==> src/rtl/mul_pkg.sv <==
// Shared types and sizing helpers for the radix-4 Booth multiplier.
// Holds the FSM state encoding, the Booth digit set and the digit-count function.
package mul_pkg;

    typedef enum logic [1:0] {
        IDLE,
        CALC,
        DONE
    } mul_state_e;

    typedef enum logic [2:0] {
        ZERO,
        POS1,
        POS2,
        NEG1,
        NEG2
    } booth_digit_e;

    // One digit per bit pair of the 2-bit-extended multiplier.
    function automatic int booth_digits(input int data_width);
        return data_width / 2 + 1;
    endfunction

endpackage

==> src/rtl/mul_booth_radix4_enc.sv <==
// Radix-4 Booth digit encoder: 3 multiplier bits -> digit and sign-extended partial product.
// Latency: combinational, zero cycles.
// Backpressure: none, pure function of its inputs.
module mul_booth_radix4_enc
    import mul_pkg::*;
#(
    parameter int XW = 10,
    parameter int AW = 18
) (
    input  logic [2:0]    y_bits,
    input  logic [XW-1:0] x_ext,
    output booth_digit_e  digit,
    output logic [AW-1:0] pp
);

    logic [AW-1:0] x_se;

    assign x_se = {{(AW - XW){x_ext[XW-1]}}, x_ext};

    always_comb begin
        digit = ZERO;
        pp    = '0;
        case (y_bits)
            3'b001, 3'b010: begin
                digit = POS1;
                pp    = x_se;
            end
            3'b011: begin
                digit = POS2;
                pp    = x_se << 1;
            end
            3'b100: begin
                digit = NEG2;
                pp    = -(x_se << 1);
            end
            3'b101, 3'b110: begin
                digit = NEG1;
                pp    = -x_se;
            end
            default: begin
                digit = ZERO;
                pp    = '0;
            end
        endcase
    end

endmodule

==> src/rtl/mul_radix4_booth.sv <==
// Iterative radix-4 Booth multiplier, signed/unsigned selectable per operation (MUL_BOOTH_EARLY_END_EN: early termination).
// Latency: DATA_WIDTH/2+1 cycles from accept to o_valid; 1..N cycles with MUL_BOOTH_EARLY_END_EN.
// Backpressure: result held in DONE until i_ready; o_ready stays low until the result is taken.
module mul_radix4_booth
    import mul_pkg::*;
#(
    parameter int DATA_WIDTH = 8
) (
    input  logic                    i_clk,
    input  logic                    i_rst_n,
    input  logic                    i_valid,
    output logic                    o_ready,
    input  logic                    i_signed,
    input  logic [DATA_WIDTH-1:0]   i_num_x,
    input  logic [DATA_WIDTH-1:0]   i_num_y,
    output logic                    o_valid,
    input  logic                    i_ready,
    output logic [2*DATA_WIDTH-1:0] o_res,
    output logic                    o_busy
);

    localparam int XW = DATA_WIDTH + 2;
    localparam int AW = 2 * DATA_WIDTH + 2;
    localparam int N  = booth_digits(DATA_WIDTH);
    localparam int IW = $clog2(N);

    generate
        if ((DATA_WIDTH % 2) != 0 || DATA_WIDTH < 4) begin : g_bad_width
            $error("mul_radix4_booth: DATA_WIDTH must be even and at least 4");
        end
    endgenerate

    mul_state_e    state, state_n;
    logic [XW-1:0] x_q, y_q;
    logic [XW-1:0] x_in, y_in;
    logic [AW-1:0] acc_q;
    logic [IW-1:0] idx_q;
    logic          ready_q, valid_q, busy_q;
    logic          accept, calc_end;
    logic [XW:0]   y_win;
    booth_digit_e  digit;
    logic [AW-1:0] pp, pp_sh;
    logic          acc_unused;

    assign accept = i_valid & ready_q;

    // Two extra bits make the top digit well defined for full-range unsigned operands.
    assign x_in = i_signed ? {{2{i_num_x[DATA_WIDTH-1]}}, i_num_x} : {2'b00, i_num_x};
    assign y_in = i_signed ? {{2{i_num_y[DATA_WIDTH-1]}}, i_num_y} : {2'b00, i_num_y};

    // Appended zero is y[-1]; shifting by 2*idx puts the current triplet at [2:0].
    assign y_win = {y_q, 1'b0} >> {idx_q, 1'b0};

    mul_booth_radix4_enc #(
        .XW (XW),
        .AW (AW)
    ) u_enc (
        .y_bits (y_win[2:0]),
        .x_ext  (x_q),
        .digit  (digit),
        .pp     (pp)
    );

    assign pp_sh = pp << {idx_q, 1'b0};

`ifdef MUL_BOOTH_EARLY_END_EN
    // Remaining digits are all zero once y[XW-1:2i+1] is a run of identical bits.
    logic [XW-1:0] y_hi;
    assign y_hi     = $signed(y_q) >>> {idx_q, 1'b1};
    assign calc_end = (idx_q == IW'(N - 1)) || (y_hi == '0) || (y_hi == '1);
`else
    assign calc_end = (idx_q == IW'(N - 1));
`endif

    always_comb begin
        state_n = state;
        case (state)
            IDLE:    if (accept)   state_n = CALC;
            CALC:    if (calc_end) state_n = DONE;
            DONE:    if (i_ready)  state_n = IDLE;
            default:               state_n = IDLE;
        endcase
    end

    always_ff @(posedge i_clk or negedge i_rst_n) begin
        if (!i_rst_n) begin
            state   <= IDLE;
            x_q     <= '0;
            y_q     <= '0;
            acc_q   <= '0;
            idx_q   <= '0;
            ready_q <= 1'b0;
            valid_q <= 1'b0;
            busy_q  <= 1'b0;
        end else begin
            state   <= state_n;
            ready_q <= (state_n == IDLE);
            valid_q <= (state_n == DONE);
            busy_q  <= (state_n == CALC);
            if (accept) begin
                x_q   <= x_in;
                y_q   <= y_in;
                acc_q <= '0;
                idx_q <= '0;
            end else if (state == CALC) begin
                if (digit != ZERO) begin
                    acc_q <= acc_q + pp_sh;
                end
                idx_q <= idx_q + 1'b1;
            end
        end
    end

    // Guard bits of the accumulator only absorb the modular wrap.
    assign acc_unused = ^acc_q[AW-1:2*DATA_WIDTH];

    assign o_ready = ready_q;
    assign o_valid = valid_q;
    assign o_busy  = busy_q;
    assign o_res   = acc_q[2*DATA_WIDTH-1:0];

endmodule

==> config.mk <==
export PLATFORM = sky130hd
export DESIGN_NAME = mul_radix4_booth
export DESIGN_NICKNAME = d
export VERILOG_FILES = /design/src/rtl/mul_pkg.sv /design/src/rtl/mul_booth_radix4_enc.sv /design/src/rtl/mul_radix4_booth.sv
export SDC_FILE = /design/constraint.sdc
export NUM_CORES = 1
export LEC_CHECK = 0
export ABC_AREA = 1
export BUFFER_PORTS_ARGS = -buffer_cell sky130_fd_sc_hd__buf_4
export CAP_MARGIN = 25
export CORE_ASPECT_RATIO = 0.5
export CORE_MARGIN = 3
export CORE_UTILIZATION = 44
export DETAILED_ROUTE_END_ITERATION = 7
export GPL_TIMING_DRIVEN = 0
export PLACE_DENSITY = 0.7
export SETUP_SLACK_MARGIN = 0.4
export SLEW_MARGIN = 20
export SYNTH_ARGS = -nofsm -noshare
export SYNTH_HDL_FRONTEND = slang
export SYNTH_SLANG_ARGS = --single-unit
==> constraint.sdc <==
create_clock -name i_clk -period 9.2 [get_ports i_clk]
set_clock_uncertainty 0.15 [all_clocks]
set_input_delay 1.38 -clock i_clk [delete_from_list [all_inputs] [get_ports i_clk]]
set_output_delay 1.38 -clock i_clk [all_outputs]
set_load 0.005 [all_outputs]
==> results of run 1 <==
## metal layers
metal	vias to the layer above	wire, um	global-route usage
met1	1470	4590	0.312
met5	-	0	0
met3	2	481	0.0382
li1	1715	-	-
met2	87	3560	0.307
met4	0	35	0.0350
## state kept, by name, summed over array words and instances, names as in the netlist
name / cells
o_valid: 1
o_ready: 1
acc_q: 16
x_q: 9
idx_q: 3
o_busy: 1
state: 2
y_q: 9
## placed cells by master, fill, tap and decap left out, types with 2 or more instances in the layout
| cell | count |
|---|---|
| bufinv_16 | 2 |
| nand2_2 | 8 |
| ha_1 | 19 |
| o2111ai_1 | 2 |
| a32o_1 | 4 |
| a31oi_1 | 2 |
| clkbuf_16 | 5 |
| o22ai_1 | 7 |
| nand4_2 | 2 |
| or2_1 | 2 |
| o21ai_1 | 15 |
| inv_1 | 46 |
| nor2_4 | 2 |
| o31ai_1 | 2 |
| nor2_1 | 31 |
| or2_2 | 3 |
| buf_2 | 2 |
| nor3_1 | 3 |
| xor2_1 | 7 |
| inv_2 | 6 |
| o21bai_1 | 3 |
| a21oi_1 | 25 |
| nand4_1 | 20 |
| clkbuf_1 | 10 |
| dfrtp_1 | 42 |
| buf_6 | 3 |
| o21ai_0 | 29 |
| nor2_2 | 3 |
| nand3_2 | 4 |
| xnor2_1 | 2 |
| buf_4 | 42 |
| nand2_1 | 131 |
| nand3_1 | 28 |
## through the flow
| step | utilization | worst slack (ps) | instance area, um2 | hold slack [ps] | cells |
|---|---|---|---|---|---|
| final | 0.565 | 4810 | 4000 | 332 | 618 |
| after global routing | 0.565 | 4320 | 4000 | 347 | 618 |
| after CTS | 0.565 | 4830 | 4000 | 334 | 618 |
| after detailed placement | 0.537 | 4890 | 3800 | 316 | 610 |
| after global placement | 0.537 | 4950 | 3800 | 316 | 610 |
| after floorplan | - | 5560 | 3390 | 299 | 479 |
## worst min path at each step
| stage | startpoint | endpoint |
|---|---|---|
| after floorplan | y_q[0]$_DFFE_PN0P_ | y_q[0]$_DFFE_PN0P_ |
| after global placement | y_q[4]$_DFFE_PN0P_ | y_q[4]$_DFFE_PN0P_ |
| after detailed placement | y_q[0]$_DFFE_PN0P_ | y_q[0]$_DFFE_PN0P_ |
| after CTS | y_q[0]$_DFFE_PN0P_ | y_q[0]$_DFFE_PN0P_ |
| after global routing | y_q[0]$_DFFE_PN0P_ | y_q[0]$_DFFE_PN0P_ |
| final | y_q[0]$_DFFE_PN0P_ | y_q[0]$_DFFE_PN0P_ |
## logic make-up after synthesis
logic type      after synthesis
fa+ha+maj                    20
compound gates               97
xor+xnor                      9
buf+inv                      70
flops                        42
simple gates                241
## cell type report
class	count	area (um2)	area share
multi-input cells	367	2040	0.510
flip-flops and latches	42	1050	0.263
repair buffers	39	293	0.0733
inverters	52	195	0.0489
clock buffers	6	139	0.0348
well taps	92	115	0.0288
plain buffers	18	104	0.0260
clock inverters	2	60.1	0.0150
## critical path: cells and delay by family (launching register included)
family	cells	cell delay [ps]
simple gates	18	1880
compound gates	7	1260
fa+ha+maj	1	300
flops	1	410
buf+inv	2	280
==> flow_summary.toml, run 1 <==
[yosys]
synth_top_family_by_area = "simple AND/OR/NAND/NOR gates"
syn-num-nets = 520
netlist_top_cells_count = "nand2_1 (131), inv_1 (46), dfrtp_1 (42)"
synth_mux_area_frac = 0
synth_simple_gate_area_frac = 0.331
ys_ff_latch = 42
synthFlopType = "dfrtp_1"
yosysSeqAreaShare = 0.310
yosys.area.top_type = "dfrtp_1"
synth_area_per_cell_um2 = 7.07
synthAdderAreaFrac = 0.0761
ys_warn_count = 0
synth_compound_area_frac = 0.171
synth-edff-count = 0
postSynthCellCount = 479
ys_types = 44
netlist_area_um2 = 3390
synth_most_common_cell = "nand2_1"
synthTopCellsByArea = "dfrtp_1 (31%), nand2_1 (15%), ha_1 (7.0%)"
async_flop_share = 1.00
yosys.area.top_type_share = 0.310
yosys.area_share.xor_xnor = 0.0233

[setup_path]
crit_type = "reg2reg"
r2r_setup_slack_ps = 4810
critPathMaxFanout = 10
critical_path.startpoint_type = "register"
worst_ep_arrival_time_ps = 4420
path_common_cell = "nand2_1"
crit_start = "idx_q[0]$_DFFE_PN0P_"
critPathRequiredTime_ps = 9230
regToRegStartpoint = "idx_q[0]$_DFFE_PN0P_"
crit_end = "acc_q[15]$_DFFE_PN0P_"
crit_path_end_kind = "register"
cp_slowest_cell = "dfrtp_1"
rr_endpoint = "acc_q[15]$_DFFE_PN0P_"
cp_slowest_stage_delay_ps = 410
r2r_cells = 28

[min_path]
min_path_cells = 2
hold_class = "reg2reg"

[global_route]
grt_pass1_wl_mm = 14.2
grt_use_total = 0.206
grt_pass1_vias = 2898
grt_antenna_before_repair = 0
overflow = 0
grt_start_max_net_pins = 43

[final_layout]
final_nets = 566
nFillCells = 692
drive_above_1_share = 0.169
syn_to_final_growth_pct = 17.9
diodes = 0

[detailed_routing]
drt-total-wl_mm = 8.67
avgRoutedWirePerCell_um = 14.0
ant_nets = 0
drt_first_pass_iters = 5
drc = 0
drt_iter0_markers = 341
viasPerCell = 5.30
vias = 3274

[clock_tree]
cts_setup_buffers = 0
cts_tree = "built"
htreeDepth = 2
numClockSinks = 42
ctsRootBufferMaster = "clkbuf_16"
post_cts_resized = 0
clk_path_buf_depth = 2
clock_latency_ps = 290
hold_buffers = 0
numCtsBuffers = 5
path_clk_slew_ps = 60

[place]
gp_congestion = 0.931
hpwlAfterDp_mm = 6.66
portBuffers = 39

[floorplanning]
die_area_um2 = 8850
top_level_ports = 40
die_w_um = 130
die_h_um = 68.1
start_util = 0.479
rows = 21
core_um2 = 7070

[timing]
period_minus_slack_ps = 4390
final.period_utilization = 0.477
timing.fmax_ghz = 0.228
maxSlewViolCount = 0
fin_tns_setup_ps = 0
slew_headroom = 0.633
worst_pin_slew_ps = 550
hold_viol = 0
setup_viol = 0
rsz0062_at_grt = "no"

[job]
cap_violations = 0

[run_status]
outcome = "complete, no violations"
Power of run 1 is left out: the tool's default activity adds up to more than one toggle a clock period on the data nets, which glitch-free logic cannot reach.
==> run 2, diff against run 1 <==
Settings changed: ABC_AREA 1 to 0.
Clock period 9.2 ns to 4.21 ns, I/O delays scaled along.
==> run 2 against run 1 <==
The flow now finishes with violations (negative setup slack). Flip-flop and latch count is the same. Sequential share of layout area shrank 5.1 points. Final area grew 25%. Register-to-register slack lost 5000 ps. Critical path depth shrank 10.
==> flow_summary.toml, run 2 <==
[global_route]
grt_pass1_wl_mm = 16.4
grt_start_max_net_pins = 43
grt_pass1_vias = 3378
grt_use_total = 0.214
overflow = 0
grt_antenna_before_repair = 0

[yosys]
synth_area_per_cell_um2 = 7.99
synthTopCellsByArea = "dfrtp_1 (29%), nand2_1 (9.2%), ha_1 (6.6%)"
ys_warn_count = 0
async_flop_share = 1.00
yosys.area.top_type_share = 0.292
ys_types = 66
synth_most_common_cell = "nand2_1"
netlist_top_cells_count = "nand2_1 (88), dfrtp_1 (42), a21oi_1 (31)"
yosysSeqAreaShare = 0.292
synth-edff-count = 0
ys_ff_latch = 42
synthFlopType = "dfrtp_1"
postSynthCellCount = 450
syn-num-nets = 491
netlist_area_um2 = 3600
yosys.area.top_type = "dfrtp_1"

[floorplanning]
die_w_um = 134
top_level_ports = 40
die_h_um = 69.9
rows = 22
die_area_um2 = 9360
start_util = 0.472
core_um2 = 7620

[timing]
period_minus_slack_ps = 4360
timing.fmax_ghz = 0.229
final.period_utilization = 1.04
maxSlewViolCount = 0
rsz0062_at_grt = "yes"
slew_headroom = 0.505
setup_viol = 5
fin_ws_ps = -148
hold_viol = 0
worst_pin_slew_ps = 738

[clock_tree]
numClockSinks = 42
hold_buffers = 0
clock_latency_ps = 290
numCtsBuffers = 5
path_clk_slew_ps = 60
ctsRootBufferMaster = "clkbuf_16"
cts_tree = "built"
clk_path_buf_depth = 2
htreeDepth = 2

[setup_path]
critPathRequiredTime_ps = 4290
critical_path.startpoint_type = "register"
critPathMaxFanout = 7
worst_ep_arrival_time_ps = 4430
crit_start = "idx_q[0]$_DFFE_PN0P_"
regToRegStartpoint = "idx_q[0]$_DFFE_PN0P_"
cp_slowest_cell = "mux4_2"
cp_slowest_stage_delay_ps = 580
crit_chain = "buf_6, mux4_2, nand4_1, o21a_4, nand2_4, a221o_1, mux2i_2, mux2_4, nor2_4, ha_4, nand3_4, o2111ai_2, nor4bb_4, nor2_1, a211o_1, nand4b_1, o211a_1, nand3_2"
crit_path_end_kind = "register"
crit_type = "reg2reg"

[detailed_routing]
drt-total-wl_mm = 10.9
vias = 3730
drc = 0
avgRoutedWirePerCell_um = 17.0
ant_nets = 0
drt_first_pass_iters = 5
viasPerCell = 5.81
drt_iter0_markers = 328

[final_layout]
reg.largest.list = "acc_q (16), x_q (9), y_q (9)"
drive_above_1_share = 0.345
syn_to_final_growth_pct = 38.4
largest_register_ffs = 16
diodes = 0
layout_common_cells = "nand2_1 (84), buf_4 (72), dfrtp_1 (40)"
final_nets = 576
utilization = 0.653
mostFrequentLayoutCell = "nand2_1"
largest-register = "acc_q"

[place]
hpwlAfterDp_mm = 7.02
portBuffers = 39
gp_congestion = 0.879

[min_path]
hold_class = "in2async"

[run_status]
violations = "negative setup slack"
outcome = "finished with violations"

[job]
cap_violations = 0
run 2: cell types whose count changed in the layout (fill, tap and decap cells not counted), sizes merged, moves of 7 or more:
| cell | change |
|---|---|
| and2 | +10 |
| nand4 | -19 |
| nor2 | -7 |
| xnor2 | +13 |
| nor3 | +13 |
| o21ai | -24 |
| inv | -36 |
| nand3 | -20 |
| nand2 | -52 |
| mux2i | +14 |
| buf | +41 |
run 2: cells by family after synthesis:
logic type / synth area share
AOI/OAI and AO/OA: 0.219
xor gates and xnor gates: 0.0463
adders and majority gates: 0.0717
buffers and inverters: 0.0532
DFF: 0.292
muxes: 0.0672
and+or+nand+nor: 0.251
run 2: path summary, 6_finish.rpt:
path / endpoint / cells after the start / slack, ps
min: x_q[3]$_DFFE_PN0P_ / 1 / 180
min in group i_clk: y_q[0]$_DFFE_PN0P_ / 2 / 360
max in group asynchronous: x_q[1]$_DFFE_PN0P_ / 1 / 3320
max reg2reg: acc_q[15]$_DFFE_PN0P_ / 18 / -150
min reg2reg: y_q[0]$_DFFE_PN0P_ / 2 / 360
max: acc_q[15]$_DFFE_PN0P_ / 18 / -150
run 2: layout make-up:
cell class / count / area, um2
multi-input cells: 366 / 2860
plain buffers: 27 / 141
fillers: 642 / 2650
flip-flops and latches: 42 / 1050
repair buffers: 77 / 584
clock buffers: 6 / 139
inverters: 16 / 60.1
well taps: 108 / 135
run 2: per-stage QoR:
step / setup slack [ps] / instances / hold WS, ps / setup TNS, ps / cell area, um2
after floorplan: 221 / 450 / 186 / 0 / 3670
after global placement: -376 / 597 / 324 / -1790 / 4100
after global routing: -308 / 642 / 234 / -1440 / 4980
after detailed placement: -456 / 597 / 340 / -2250 / 4100
final: -148 / 642 / 185 / -409 / 4980
after CTS: -113 / 626 / 207 / -265 / 4560
run 2: worst max-delay path: cells and delay by family, from the launching register on:
kind | cells | cell delay (ps)
compound gates | 5 | 1290
buf+inv | 1 | 130
flops | 1 | 360
simple gates | 8 | 1030
fa+ha+maj | 1 | 330
mux | 3 | 1020
run 2: repair_timing:
action	CTS	global route
setup endpoints to repair	13	13
buffers inserted	22	14
pin swaps	24	43
cloned	1	2
resized for setup	35	65
run 2: per-layer routing:
metal	global-route usage	part of all wire
met5	0	0
met4	0.0410	0.014
met3	0.0388	0.071
met2	0.329	0.44
met1	0.314	0.47
Power of run 2 is left out for the same reason.
==> run 3, diff against run 2 <==
Settings changed: ABC_AREA 0 to 1.
==> run 3 against run 2 <==
The run now ends clean. Maximum frequency up 7.7%. Sequential share of layout area up 2.1 points. Flip-flop and latch count unchanged. Setup slack better by 310 ps. Critical path type unchanged. Cell count up 2.6%. Hold slack worse by 20 ps. Register-to-register slack better by 310 ps. First-iteration DRC count up 6.1%. Clock-buffer cell count unchanged. Non-clock buffer count down 6.
==> flow_summary.toml, run 3 (synthesis gave the netlist of run 1 again) <==
[run_status]
outcome = "complete, no violations"

[setup_path]
crit_start = "idx_q[0]$_DFFE_PN0P_"
regToRegStartpoint = "idx_q[0]$_DFFE_PN0P_"
r2r_setup_slack_ps = 170
crit_end = "acc_q[14]$_DFFE_PN0P_"
crit_type = "reg2reg"
cp_slowest_stage_delay_ps = 440
rr_endpoint = "acc_q[14]$_DFFE_PN0P_"
critical_path.startpoint_type = "register"
r2r_cells = 25
critPathRequiredTime_ps = 4240
critPathMaxFanout = 7
worst_ep_arrival_time_ps = 4070
crit_path_end_kind = "register"
cp_slowest_cell = "dfrtp_2"

[floorplanning]
rows = 21
core_um2 = 7070
top_level_ports = 40
die_w_um = 130
start_util = 0.479
die_area_um2 = 8850
die_h_um = 68.1

[clock_tree]
htreeDepth = 2
clk_path_buf_depth = 2
path_clk_slew_ps = 70
cts_tree = "built"
ctsRootBufferMaster = "clkbuf_16"
numClockSinks = 42
clock_latency_ps = 300
numCtsBuffers = 5
hold_buffers = 0

[timing]
slew_headroom = 0.630
fin_ws_ps = 165
timing.fmax_ghz = 0.247
maxSlewViolCount = 0
rsz0062_at_grt = "yes"
worst_pin_slew_ps = 554
setup_viol = 0
period_minus_slack_ps = 4040
fin_tns_setup_ps = 0
hold_viol = 0
final.period_utilization = 0.961

[final_layout]
syn_to_final_growth_pct = 33.9
layout_common_cells = "nand2_1 (122), buf_4 (77), inv_1 (41)"
largest_register_ffs = 16
largest-register = "acc_q"
mostFrequentLayoutCell = "nand2_1"
final_nets = 607
design_area_um2 = 4540
diodes = 0
drive_above_1_share = 0.310
utilization = 0.642
reg.largest.list = "acc_q (16), x_q (9), y_q (9)"

[detailed_routing]
vias = 3565
ant_nets = 0
drt_iter0_markers = 348
drt-total-wl_mm = 9.95
drc = 0
viasPerCell = 5.41
drt_first_pass_iters = 5
avgRoutedWirePerCell_um = 15.1

[place]
gp_congestion = 0.931
place_area_um2 = 3800
hpwlAfterDp_mm = 6.66
portBuffers = 39
preCtsSetupSlack_ps = -105

[global_route]
grt_start_max_net_pins = 43
grt_pass1_vias = 3130
grt_antenna_before_repair = 0
overflow = 0
grt_use_total = 0.225
grt_pass1_wl_mm = 15.6

[min_path]
hold_class = "in2async"

[job]
cap_violations = 0
-- run 3: routing by layer --
metal	routed length (um)	track usage	vias to the layer above
li1	-	-	1780
met1	4900	0.330	1651
met2	4390	0.351	128
met3	587	0.0436	6
met4	74	0.0389	0
met5	0	0	-
-- run 3: worst min-delay path by stage --
| stage | start | endpoint | slack, ps | cells past startpoint |
|---|---|---|---|---|
| after global placement | y_q[4]$_DFFE_PN0P_ | y_q[4]$_DFFE_PN0P_ | 320 | 2 |
| after global routing | i_rst_n | y_q[3]$_DFFE_PN0P_ | 230 | 1 |
| after floorplan | i_rst_n | acc_q[0]$_DFFE_PN0P_ | 190 | 0 |
| after detailed placement | y_q[0]$_DFFE_PN0P_ | y_q[0]$_DFFE_PN0P_ | 320 | 2 |
| final | i_rst_n | y_q[3]$_DFFE_PN0P_ | 160 | 1 |
| after CTS | i_rst_n | y_q[3]$_DFFE_PN0P_ | 200 | 1 |
-- run 3: timing repair --
action	4_1_cts	5_1_grt
endpoints found under the hold margin	0	0
pin swaps	19	11
resized for setup	31	32
buffers inserted	31	10
endpoints found under the setup margin	8	9
-- run 3: worst max-delay path, delay by kind of cell (launching register included) --
family | cells | cell delay, ps
adders and majority gates | 1 | 310
DFF | 1 | 440
buffers and inverters | 4 | 470
AOI/OAI and AO/OA | 9 | 1310
and+or+nand+nor | 11 | 1230
-- run 3: per-stage QoR --
step | hold WS, ps | cells
floorplan | 186 | 479
global placement | 316 | 610
detailed placement | 316 | 610
CTS | 199 | 649
global route | 226 | 659
finish | 165 | 659
-- run 3: area by class of cell --
cell class	count	area, um2
Buffer	18	111
Clock buffer	6	139
Clock inverter	2	60.1
Fill cell	618	2530
Inverter	52	195
Multi-Input combinational cell	367	2240
Sequential cell	42	1050
Tap cell	92	115
Timing Repair Buffer	80	624
Power of run 3 is left out for the same reason.
